<file path="src/rtl/if_fetch_stage_if.sv">
// Interface bundle between the fetch stage, the hazard unit, EX redirect logic,
// the instruction memory and the IF/ID consumer.
// The fetch stage connects through the master modport.
// Optional macro IF_FETCH_PERF_CNT_EN adds three 32-bit performance counters.
interface if_fetch_stage_if #(
    parameter int n = 32
);
    logic         freeze;
    logic         br_taken;
    logic [n-1:0] br_target;
    logic [n-1:0] instruction;
    logic [n-1:0] pc;
    logic [n-1:0] ifid_pc;
    logic [n-1:0] ifid_instruction;
    logic         ifid_valid;
`ifdef IF_FETCH_PERF_CNT_EN
    logic [31:0]  fetch_count;
    logic [31:0]  stall_count;
    logic [31:0]  flush_count;

    modport master (
        input  freeze, br_taken, br_target, instruction,
        output pc, ifid_pc, ifid_instruction, ifid_valid,
        output fetch_count, stall_count, flush_count
    );

    modport slave (
        output freeze, br_taken, br_target, instruction,
        input  pc, ifid_pc, ifid_instruction, ifid_valid,
        input  fetch_count, stall_count, flush_count
    );
`else
    modport master (
        input  freeze, br_taken, br_target, instruction,
        output pc, ifid_pc, ifid_instruction, ifid_valid
    );

    modport slave (
        output freeze, br_taken, br_target, instruction,
        input  pc, ifid_pc, ifid_instruction, ifid_valid
    );
`endif
endinterface

</file>
<file path="src/rtl/if_fetch_stage.sv">
// Instruction-fetch stage: owns the PC, drives the instruction-memory address
// and captures the returned word into the IF/ID register.
// Per-edge priority: rst > br_taken (redirect + flush) > freeze (hold) > advance.
// Optional macro IF_FETCH_PERF_CNT_EN adds fetch/stall/flush event counters.
module if_fetch_stage #(
    parameter int n       = 32,
    parameter int PC_STEP = 4
) (
    input  logic            clk,
    input  logic            rst,
    if_fetch_stage_if.master bus
);
    logic [n-1:0] pc_reg, pc_next;
    logic [n-1:0] ifid_pc_reg, ifid_pc_next;
    logic [n-1:0] ifid_instr_reg, ifid_instr_next;
    logic         ifid_valid_reg, ifid_valid_next;
    logic [n-1:0] pc_inc;
    logic         do_flush, do_stall, do_advance;

    // Exactly one of these is high on every non-reset cycle.
    assign do_flush   = bus.br_taken;
    assign do_stall   = bus.freeze & ~bus.br_taken;
    assign do_advance = ~bus.freeze & ~bus.br_taken;

    // Sequential address wraps modulo 2^n with no flag.
    assign pc_inc = pc_reg + n'(PC_STEP);

    // Next-state selection for PC and the IF/ID register.
    always_comb begin
        pc_next         = pc_reg;
        ifid_pc_next    = ifid_pc_reg;
        ifid_instr_next = ifid_instr_reg;
        ifid_valid_next = ifid_valid_reg;
        if (do_flush) begin
            // Redirect is word-aligned; the wrong-path word at pc is dropped
            // and IF/ID becomes an all-zero (NOP) bubble.
            pc_next         = {bus.br_target[n-1:2], 2'b00};
            ifid_pc_next    = '0;
            ifid_instr_next = '0;
            ifid_valid_next = 1'b0;
        end else if (do_advance) begin
            pc_next         = pc_inc;
            ifid_pc_next    = pc_inc;
            ifid_instr_next = bus.instruction;
            ifid_valid_next = 1'b1;
        end
    end

    // PC and IF/ID registers with synchronous reset taking priority.
    always_ff @(posedge clk) begin
        if (rst) begin
            pc_reg         <= '0;
            ifid_pc_reg    <= '0;
            ifid_instr_reg <= '0;
            ifid_valid_reg <= 1'b0;
        end else begin
            pc_reg         <= pc_next;
            ifid_pc_reg    <= ifid_pc_next;
            ifid_instr_reg <= ifid_instr_next;
            ifid_valid_reg <= ifid_valid_next;
        end
    end

    assign bus.pc               = pc_reg;
    assign bus.ifid_pc          = ifid_pc_reg;
    assign bus.ifid_instruction = ifid_instr_reg;
    assign bus.ifid_valid       = ifid_valid_reg;

`ifdef IF_FETCH_PERF_CNT_EN
    logic [2:0] perf_event;

    // Index 0 = fetch, 1 = stall, 2 = flush.
    assign perf_event = {do_flush, do_stall, do_advance};

    generate
        for (genvar gi = 0; gi < 3; gi++) begin : perf_gen
            logic [31:0] cnt_reg;

            // Free-running event counter, wraps modulo 2^32.
            always_ff @(posedge clk) begin
                if (rst) begin
                    cnt_reg <= '0;
                end else if (perf_event[gi]) begin
                    cnt_reg <= cnt_reg + 32'd1;
                end
            end
        end
    endgenerate

    assign bus.fetch_count = perf_gen[0].cnt_reg;
    assign bus.stall_count = perf_gen[1].cnt_reg;
    assign bus.flush_count = perf_gen[2].cnt_reg;
`endif
endmodule

</file>
<file path="src/flat_wrapper.sv">
// flat-port wrapper written by rule: the top's interface ports become plain ports
module if_fetch_stage_flat 
#(
    parameter int n       = 32,
    parameter int PC_STEP = 4
)
  (clk, rst, bus_freeze, bus_br_taken, bus_br_target, bus_instruction, bus_pc, bus_ifid_pc, bus_ifid_instruction, bus_ifid_valid);
  if_fetch_stage_if #(.n(n)) bus_i ();
  input  logic clk;
  input  logic rst;
  input wire logic [$bits(bus_i.freeze)-1:0] bus_freeze;
  input wire logic [$bits(bus_i.br_taken)-1:0] bus_br_taken;
  input wire logic [$bits(bus_i.br_target)-1:0] bus_br_target;
  input wire logic [$bits(bus_i.instruction)-1:0] bus_instruction;
  output wire logic [$bits(bus_i.pc)-1:0] bus_pc;
  output wire logic [$bits(bus_i.ifid_pc)-1:0] bus_ifid_pc;
  output wire logic [$bits(bus_i.ifid_instruction)-1:0] bus_ifid_instruction;
  output wire logic [$bits(bus_i.ifid_valid)-1:0] bus_ifid_valid;
  assign bus_i.freeze = bus_freeze;
  assign bus_i.br_taken = bus_br_taken;
  assign bus_i.br_target = bus_br_target;
  assign bus_i.instruction = bus_instruction;
  assign bus_pc = bus_i.pc;
  assign bus_ifid_pc = bus_i.ifid_pc;
  assign bus_ifid_instruction = bus_i.ifid_instruction;
  assign bus_ifid_valid = bus_i.ifid_valid;
  if_fetch_stage #(.n(n), .PC_STEP(PC_STEP)) u_core (.clk(clk), .rst(rst), .bus(bus_i));
endmodule
</file>
<file path="config.mk">
export PLATFORM = sky130hd
export DESIGN_NAME = if_fetch_stage_flat
export DESIGN_NICKNAME = d
export VERILOG_FILES = /design/src/rtl/if_fetch_stage_if.sv /design/src/rtl/if_fetch_stage.sv /design/src/flat_wrapper.sv
export SDC_FILE = /design/constraint.sdc
export NUM_CORES = 1
export LEC_CHECK = 0
export BUFFER_PORTS_ARGS = -buffer_cell sky130_fd_sc_hd__buf_4
export CAP_MARGIN = 20
export CORE_ASPECT_RATIO = 2
export CORE_MARGIN = 3
export CORE_UTILIZATION = 35
export CTS_CLUSTER_DIAMETER = 40
export DETAILED_ROUTE_END_ITERATION = 8
export GPL_TIMING_DRIVEN = 0
export PLACE_DENSITY_LB_ADDON = 0.3
export SLEW_MARGIN = 20
export SYNTH_ARGS = -nofsm -noshare
export SYNTH_HDL_FRONTEND = slang
export SYNTH_SLANG_ARGS = --single-unit
</file>
<file path="constraint.sdc">
create_clock -name clk -period 3.35 [get_ports clk]
set_clock_uncertainty 0.15 [all_clocks]
set_input_delay 0.5025 -clock clk [delete_from_list [all_inputs] [get_ports clk]]
set_output_delay 0.5025 -clock clk [all_outputs]
set_load 0.05 [all_outputs]
</file>
==> results.md, run 1 <==
- Hpwl dp: 11,550 µm
- Synth cell count leaders: dfxtp_1 (93), nor2_1 (68), a21oi_1 (44)
- CP startpoint kind: flip-flop
- CP max FO: 10
- Final hold vios: 0
- Final setup fails: 0
- Wire per inst: 17.27 µm
- VDD IR max: 261.2 µV
- Status: completed
- Crit Path Class: reg -> reg
- Critical Path AT: 2580 ps
- Comb pwr share: 19.3%
- Number of distinct library cells after synthesis: 49
- F_max: 397.8 MHz
- Least-Margin Pin Slew: 718.3 ps
- Crit path largest cell delay: 560 ps
- Clock share of power: 36.5%
- Max clock buf depth: 2
- Tightest Hold Check Type: in -> reg
- Critical path's slowest cell: or4_1
- Post-CTS setup buffer count: 0
- FF+latch count, synth: 93
- Initial DRC Count: 172
- Via density: 5.151
- Number of global-route vias before repair: 4,457
- Gr usage total: 20.32%
- First-pass GRT wire length: 22,860 µm
- Gates resized, CTS repair: 0
- Synth top area share: 41.49%
- Share of power burned in registers: 44.2%
- Global route total overflow: 0
- Starting density of the core: 36.37%
- ANT cells: 0
- Die height: 166.1 µm
- First-pass iteration count of the detailed router: 5
- Die width: 86.06 µm
- Worst setup EP type: flip-flop
- Leading post-synthesis cells by cell area: dfxtp_1 (41%), mux2i_1 (8.3%), nor2_1 (5.7%)
- Placed cells: 817
- Pwr/cell area: 445.7 nW/µm²
- Routed Antenna Nets: 0
- H-tree depth: 3
- Switching power: 0.8750 mW
- Post-Syn Area: 4487 µm²
- Clock sink total: 93
- Most common cell in the netlist: dfxtp_1
- Internal: 1.864 mW
- Final Slew Violations: 0
- Yosys Warn Count: 0
- Core Area: 12,340 µm²
- Port bufs: 156
- CTS tree: built
- Routability cong.: 0.8758
- EDFF count, synth: 0
- Clock-pin slew on the worst setup and hold paths: 80 ps
- Slew headroom: 52.12%
- Nets: 750
- DRT Wirelength: 14,390 µm
- Dominant cell type by area after synthesis: dfxtp_1
- Largest net degree at the start of global routing: 19
- Routed via count: 4,291
- Final worst path period need: 2514 ps
- Final Cycle Share: 75.04%
- Synth Instances: 511
- Ports: 165
- Syn Area/Cell: 8.780 µm²
- Hold-fix buffers, CTS: 0
- Site row count: 57
- Num CTS Buffers: 9
- FFs w/ async S/R, synth: 0%
- Crit-path cells: ha_1 > nand3_1 > buf_2 > or4_1 > o31a_1 > o21ai_1 > a21oi_1
- Synth Flop Type: dfxtp_1
- Area grow syn2layout: 36.98%
- Root Driver: clkbuf_16
- Max-cap violations: 0
- Residual DRC: 0
- Pwr Total: 2.739 mW
- Clk Latency, worst-skew pair: 350 ps
- Sequential share of the synthesized area: 41.49%
- Worst Path Required: 3410 ps
- Net Sw Frac: 31.94%
- Post-Layout Cell Count: 833
- Core Util, Final: 49.81%
- Initial antenna violation count: 0
- LEAKAGE: 2.663 nW
- Final setup TNS: 0 ps
- DIE AREA: 14,300 µm²
- Layout cells sized above 1: 30.47%
- RSZ-0062 raised after global routing: no
- Number of flip-flops in the largest register: 32
placed cells by master, fill, tap and decap left out, drive strengths merged, types with 2 or more instances in the layout:
cell	instances
a211oi	6
or4	2
mux2i	37
or3	8
xnor2	26
clkinv	3
a311oi	3
nor2	69
dfxtp	93
nand3	14
o21ai	31
conb	4
inv	20
nor2b	6
xor2	22
clkbuf	34
nand2	24
or2	3
o21a	14
nor3	15
buf	174
nor4	11
nor3b	2
a21oi	45
nand4	9
worst max-delay path, delay by kind of cell (launching register included):
kind,cells,cell delay (ps)
flops,1,460
simple gates,2,680
buf+inv,1,200
compound gates,3,620
fa+ha+maj,1,280
per-layer routing:
metal / vias to the layer above / share of wire, % / global-route usage (%)
li1: 2089 / - / -
met1: 1996 / 32 / 19.00
met2: 172 / 57 / 39.50
met3: 34 / 6.3 / 3.575
met4: 0 / 4.6 / 11.03
met5: - / 0 / 0
through the flow:
stage / setup slack [ps] / hold WS, ps / cell area, µm²
floorplan: 788.9 / 435.6 / 4498
global placement: 865.6 / 289.9 / 5853
detailed placement: 846.8 / 294.4 / 5853
CTS: 823.0 / 225.0 / 6146
global route: 700.1 / 246.0 / 6146
finish: 836.0 / 230.8 / 6146
layout make-up:
cell class,count,area (µm²)
repair buffers,156,1171
fillers,1207,6192
multi-input cells,361,2354
inverters,17,63.81
clock inverters,7,67.56
plain buffers,43,219.0
flip-flops and latches,93,1862
well taps,147,183.9
clock buffers,9,225.2
cells by family after synthesis:
group | share of synthesized area (%)
and+or+nand+nor | 20.83
AOI/OAI and AO/OA | 13.39
DFF | 41.49
buffers and inverters | 6.302
xor gates and xnor gates | 9.370
muxes | 8.254
adders and majority gates | 0.2788
other | 0.08358
power groups by stage:
stage          sequential (mW)  combinational, mW  clock [mW]
2_1_floorplan             1.39              0.178           0
3_3_place_gp              1.23              0.526           0
3_5_place_dp              1.24              0.532           0
4_1_cts                   1.21              0.534        1.02
5_1_grt                   1.22              0.566        1.05
6_report                  1.21              0.529       0.999
worst paths after layout:
path,from,endpoint,slack (ps),depth (start not counted)
hold / removal,bus_instruction[4],u_core.bus.ifid_instruction[4],230,3
setup reg to reg,u_core.bus.pc[2],u_core.bus.pc[30],840,7
setup / recovery,u_core.bus.pc[2],u_core.bus.pc[30],840,7
hold reg to reg,u_core.bus.ifid_valid,u_core.bus.ifid_valid,300,2
Note: power is estimated with default switching activity, not from simulation.
==> run 2: changes to the inputs <==
--- a/config.mk
+++ b/config.mk
@@ -5,6 +5,7 @@
 export SDC_FILE = /design/constraint.sdc
 export NUM_CORES = 1
 export LEC_CHECK = 0
+export ABC_AREA = 1
 export BUFFER_PORTS_ARGS = -buffer_cell sky130_fd_sc_hd__buf_4
 export CAP_MARGIN = 20
 export CORE_ASPECT_RATIO = 2
==> constraint.sdc (replaced) <==
create_clock -name clk -period 2.4 [get_ports clk]
set_clock_uncertainty 0.15 [all_clocks]
set_input_delay 0.36 -clock clk [delete_from_list [all_inputs] [get_ports clk]]
set_output_delay 0.36 -clock clk [all_outputs]
set_load 0.05 [all_outputs]
==> run 2 against run 1 <==
Design area fell by 3.9%. Sequential power rose by 36%. Synthesized area fell by 5.7%. Register-to-register slack got worse by 300 ps.
==> results.md, run 2 <==
- Final setup fails: 0
- Site row count: 56
- Status: completed
- Comb pwr share: 16.3%
- EDFF count, synth: 0
- Most frequent cells in the layout: buf_4 (162), nand2_1 (158), nor2_1 (107)
- Number of flip-flops in the largest register: 32
- Routed via count: 4,406
- Hpwl dp: 10,880 µm
- ANT cells: 0
- Final Cycle Share: 77.71%
- # fillers: 1,232
- RSZ-0062 raised after global routing: no
- Commonest non-fill, non-tap cell in the layout: buf_4
- Final setup TNS: 0 ps
- VDD IR max: 366.3 µV
- Synth Instances: 620
- Crit-path cells: ha_1 > nand2_2 > nor2_4 > nand2_4 > nor2_4 > nand2_1 > nand2_1 > nand3_2 > a21oi_1
- Switching power: 1.087 mW
- Dominant cell type by area after synthesis: dfxtp_1
- Pwr Total: 3.739 mW
- Tightest Hold Check Type: in -> reg
- Global route total overflow: 0
- Worst Path Required: 2520 ps
- CP max FO: 8
- Register area: 1862 µm²
- Net Sw Frac: 29.06%
- Crit Path Class: reg -> reg
- Post-CTS setup buffer count: 0
- Number of distinct library cells after synthesis: 26
- Initial antenna violation count: 0
- Syn Area/Cell: 6.827 µm²
- Clk Latency, worst-skew pair: 340 ps
- Clock-pin slew on the worst setup and hold paths: 70 ps
- Gates resized, CTS repair: 0
- CTS tree: built
- Final worst path period need: 1865 ps
- Least-Margin Pin Slew: 544.5 ps
- Post-Syn Area: 4233 µm²
- Core Util, Final: 50.17%
- Final hold vios: 0
- Largest net degree at the start of global routing: 17
- Critical Path AT: 1990 ps
- Synth cell count leaders: nand2_1 (158), nor2_1 (107), dfxtp_1 (93)
- Gr usage total: 19.58%
- Max clock buf depth: 2
- Routability cong.: 0.9373
- Wire per inst: 14.43 µm
- Nets: 859
- Synth top area share: 43.98%
- Leading post-synthesis cells by cell area: dfxtp_1 (44%), nand2_1 (14%), nor2_1 (9.5%)
- Critical path's slowest cell: dfxtp_1
- Sequential share of the synthesized area: 43.98%
- Die width: 83.76 µm
- Yosys Warn Count: 0
- Worst setup EP type: flip-flop
- Pwr/cell area: 633.1 nW/µm²
- Synth Flop Type: dfxtp_1
- Core Area: 11,770 µm²
- Final Slew Violations: 0
- WHS: 146.9 ps
- Internal: 2.652 mW
- CP startpoint kind: flip-flop
- First-pass iteration count of the detailed router: 5
- DRT Wirelength: 13,560 µm
- Layout cells sized above 1: 26.67%
- Ports: 165
- Residual DRC: 0
- FFs w/ async S/R, synth: 0%
- Num CTS Buffers: 9
- Via density: 4.687
- Clock share of power: 39.5%
- Initial DRC Count: 156
- Slew headroom: 63.70%
- Crit path largest cell delay: 440 ps
- Root Driver: clkbuf_16
- Clock sink total: 93
- Multi-input logic area: 2027 µm²
- Max-cap violations: 0
- Share of power burned in registers: 44.2%
- DIE AREA: 13,530 µm²
- H-tree depth: 3
- First-pass GRT wire length: 20,950 µm
- F_max: 536.2 MHz
- Hold-fix buffers, CTS: 0
- Number of global-route vias before repair: 4,314
- Routed Antenna Nets: 0
- LEAKAGE: 2.565 nW
- FF+latch count, synth: 93
- Most common cell in the netlist: nand2_1
- Port bufs: 156
- Die height: 161.5 µm
- Area grow syn2layout: 39.52%
- Starting density of the core: 35.96%
==> run 2: final cells by class <==
| cell class | count | area share [%] |
|---|---|---|
| clock inverter | 6 | 1.186 |
| clock buffer | 10 | 4.047 |
| sequential | 93 | 31.53 |
| inverter | 52 | 3.305 |
| multi-input combinational | 445 | 34.32 |
| timing repair buffer | 156 | 19.83 |
| buffer | 33 | 2.712 |
| tap | 145 | 3.072 |
==> run 2: final timing paths <==
check / startpoint / end / slack (ps) / cells past startpoint
worst min-delay path: bus_br_target[10] / u_core.bus.pc[10] / 150 / 3
worst max register to register: u_core.bus.pc[2] / u_core.bus.pc[22] / 530 / 9
worst min register to register: u_core.bus.ifid_pc[17] / u_core.bus.ifid_pc[17] / 310 / 2
worst max-delay path: u_core.bus.pc[2] / u_core.bus.pc[22] / 530 / 9
==> run 2: power by group through the flow <==
| stage | sequential [mW] | clock (mW) | combinational (mW) |
|---|---|---|---|
| floorplan | 1.85 | 0 | 0.211 |
| detailed placement | 1.69 | 0 | 0.614 |
| global placement | 1.69 | 0 | 0.613 |
| CTS | 1.65 | 1.50 | 0.616 |
| global route | 1.66 | 1.55 | 0.658 |
| finish | 1.65 | 1.48 | 0.610 |
==> run 2: cells by family after synthesis <==
family | after synthesis | synth area share, %
and+or+nand+nor | 340 | 33.88
DFF | 93 | 43.98
AOI/OAI and AO/OA | 92 | 11.71
buffers and inverters | 85 | 8.395
xor gates and xnor gates | 8 | 1.655
adders and majority gates | 1 | 0.2955
other | 1 | 0.08859
==> run 2: per-layer routing <==
metal  global-route usage [%]  wire (µm)
met5                        0          0
met4                    10.03        518
met3                    4.237        713
met1                    18.16       4713
met2                    38.69       7618
==> run 2: per-stage QoR <==
stage	worst slack, ps	cells	instance area [µm²]
after detailed placement	560.8	924	5597
after global routing	361.9	940	5906
after global placement	592.1	924	5597
after CTS	537.2	940	5906
final	534.9	940	5906
after floorplan	397.6	623	4244
==> run 2: critical path: cells and delay by family, from the launching register on <==
family | cells | cell delay [ps]
and+or+nand+nor | 7 | 810
DFF | 1 | 440
adders and majority gates | 1 | 260
AOI/OAI and AO/OA | 1 | 140
==> run 3: changes to the inputs <==
--- a/config.mk
+++ b/config.mk
@@ -5,7 +5,7 @@
 export SDC_FILE = /design/constraint.sdc
 export NUM_CORES = 1
 export LEC_CHECK = 0
-export ABC_AREA = 1
+export ABC_AREA = 0
 export BUFFER_PORTS_ARGS = -buffer_cell sky130_fd_sc_hd__buf_4
 export CAP_MARGIN = 20
 export CORE_ASPECT_RATIO = 2
==> constraint.sdc (replaced) <==
create_clock -name clk -period 1.73 [get_ports clk]
set_clock_uncertainty 0.15 [all_clocks]
set_input_delay 0.2595 -clock clk [delete_from_list [all_inputs] [get_ports clk]]
set_output_delay 0.2595 -clock clk [all_outputs]
set_load 0.05 [all_outputs]
==> run 3 against run 2 <==
The flow now finishes with violations (setup timing). Largest cell class unchanged. Critical path type unchanged. Critical path depth shrank 2. Maximum frequency shrank 6.9%. Sequential share of layout area shrank 6.6 points. Via count grew 13%.
==> results.md, run 3 (same netlist as run 1, synthesis figures left out) <==
- CTS tree: built
- Via density: 5.390
- VDD IR max: 711.7 µV
- Layout cells sized above 1: 48.71%
- Pwr Total: 5.697 mW
- Clk Latency, worst-skew pair: 350 ps
- Ports: 165
- Status: finished, violations left
- H-tree depth: 3
- Final setup margin: -272.3 ps
- Max clock buf depth: 2
- LEAKAGE: 3.541 nW
- CP startpoint kind: flip-flop
- Final hold vios: 0
- Starting density of the core: 36.37%
- ANT cells: 0
- Global route total overflow: 0
- Net Sw Frac: 31.42%
- Hpwl dp: 11,480 µm
- Worst setup EP type: flip-flop
- Root Driver: clkbuf_16
- Number of global-route vias before repair: 5,187
- Tightest Hold Check Type: in -> reg
- Initial DRC Count: 332
- Die height: 166.1 µm
- CP max FO: 2
- Port bufs: 156
- Largest net degree at the start of global routing: 17
- Site row count: 57
- F_max: 499.4 MHz
- Routed Antenna Nets: 0
- Final setup fails: 40
- Number of flip-flops in the largest register: 32
- First-pass GRT wire length: 27,090 µm
- DIE AREA: 14,300 µm²
- Internal: 3.907 mW
- Clock share of power: 36.5%
- Gr usage total: 24.28%
- Area grow syn2layout: 74.18%
- Clock-pin slew on the worst setup and hold paths: 70 ps
- Worst Path Required: 1780 ps
- DRT Wirelength: 18,490 µm
- Num CTS Buffers: 9
- Most frequent cells in the layout: buf_4 (205), dfxtp_1 (66), nor2_1 (61)
- Final Cycle Share: 115.7%
- Max-cap violations: 0
- Die width: 86.06 µm
- Initial antenna violation count: 0
- WHS: 1.857 ps
- Residual DRC: 0
- Slew headroom: 56.39%
- Share of power burned in registers: 41.1%
- Failing checks: setup timing
- Wire per inst: 20.03 µm
- Nets: 840
- Least-Margin Pin Slew: 654.1 ps
- Final worst path period need: 2002 ps
- Clock sink total: 93
- Comb pwr share: 22.3%
- Crit Path Class: reg -> reg
- Pwr/cell area: 729.0 nW/µm²
- Core Area: 12,340 µm²
- Final Slew Violations: 0
- RSZ-0062 raised after global routing: yes
- Routed via count: 4,975
- Switching power: 1.790 mW
- First-pass iteration count of the detailed router: 5
- Commonest non-fill, non-tap cell in the layout: buf_4
- # fillers: 977
- Routability cong.: 0.8948
- Critical Path AT: 2050 ps
-- run 3: cell count changes in the layout (fill, tap and decap cells not counted), moves of 32 or more --
cell     previous run  this run
buf_4             162       205
inv_1              49        16
mux2i_1             0        37
nand2_1           158        20
nor2_1            107        61
nor3_1             33         1
-- run 3: what timing repair did --
action	4_1_cts	5_1_grt
gates resized for setup	56	64
buffers inserted	56	16
endpoints found under the setup margin	68	60
endpoints found under the hold margin	27	0
cloned	1	0
pin swaps	35	52
hold buffers	27	0
-- run 3: final cells by class --
| cell class | instances | area (µm²) | share of cell area (%) |
|---|---|---|---|
| Inverter | 17 | 67.56 | 0.8646 |
| Timing Repair Buffer | 253 | 2107 | 26.96 |
| Multi-Input combinational cell | 361 | 3015 | 38.58 |
| Clock inverter | 6 | 67.56 | 0.8646 |
| Tap cell | 147 | 183.9 | 2.353 |
| Buffer | 36 | 186.4 | 2.386 |
| Sequential cell | 93 | 1948 | 24.93 |
| Clock buffer | 10 | 239.0 | 3.058 |
-- run 3: worst paths after layout --
check,from,end,slack (ps),depth (start not counted)
setup / recovery,u_core.bus.pc[3],u_core.bus.pc[30],-270,7
hold / removal,bus_br_target[3],u_core.bus.pc[3],2,3
setup reg to reg,u_core.bus.pc[3],u_core.bus.pc[30],-270,7
hold reg to reg,u_core.bus.ifid_valid,u_core.bus.ifid_valid,310,2
-- run 3: metal layers --
metal | vias to the layer above | routed length, µm | track usage (%)
met5 | - | 0 | 0
met4 | 0 | 1380 | 17.30
met3 | 91 | 1174 | 5.362
met2 | 257 | 10120 | 43.83
met1 | 2358 | 5815 | 23.27
li1 | 2269 | - | -
-- run 3: through the flow --
stage / util, % / std cells / TNS (ps) / worst slack [ps] / cell area, µm²
floorplan: - / 514 / -5729 / -369.4 / 4773
global placement: 49.67 / 817 / -23660 / -427.4 / 6128
detailed placement: 49.67 / 817 / -24360 / -433.4 / 6128
CTS: 60.32 / 914 / -4405 / -300.4 / 7442
global route: 63.34 / 923 / -7612 / -306.5 / 7815
finish: 63.34 / 923 / -5993 / -272.3 / 7815
-- run 3: critical path, cell delays in order (launching register included) --
cell,delay (ps)
dfxtp_4,360
ha_4,140
nand3_4,70
buf_6,120
or4_4,490
o31a_1,270
o21ai_2,160
a21oi_1,90
-- run 3: power groups by stage --
stage	clock [mW]	combinational (mW)	sequential (mW)
2_1_floorplan	0	0.359	2.69
3_3_place_gp	0	1.04	2.39
3_5_place_dp	0	1.05	2.39
4_1_cts	2.10	1.21	2.32
5_1_grt	2.19	1.33	2.35
6_report	2.08	1.27	2.34
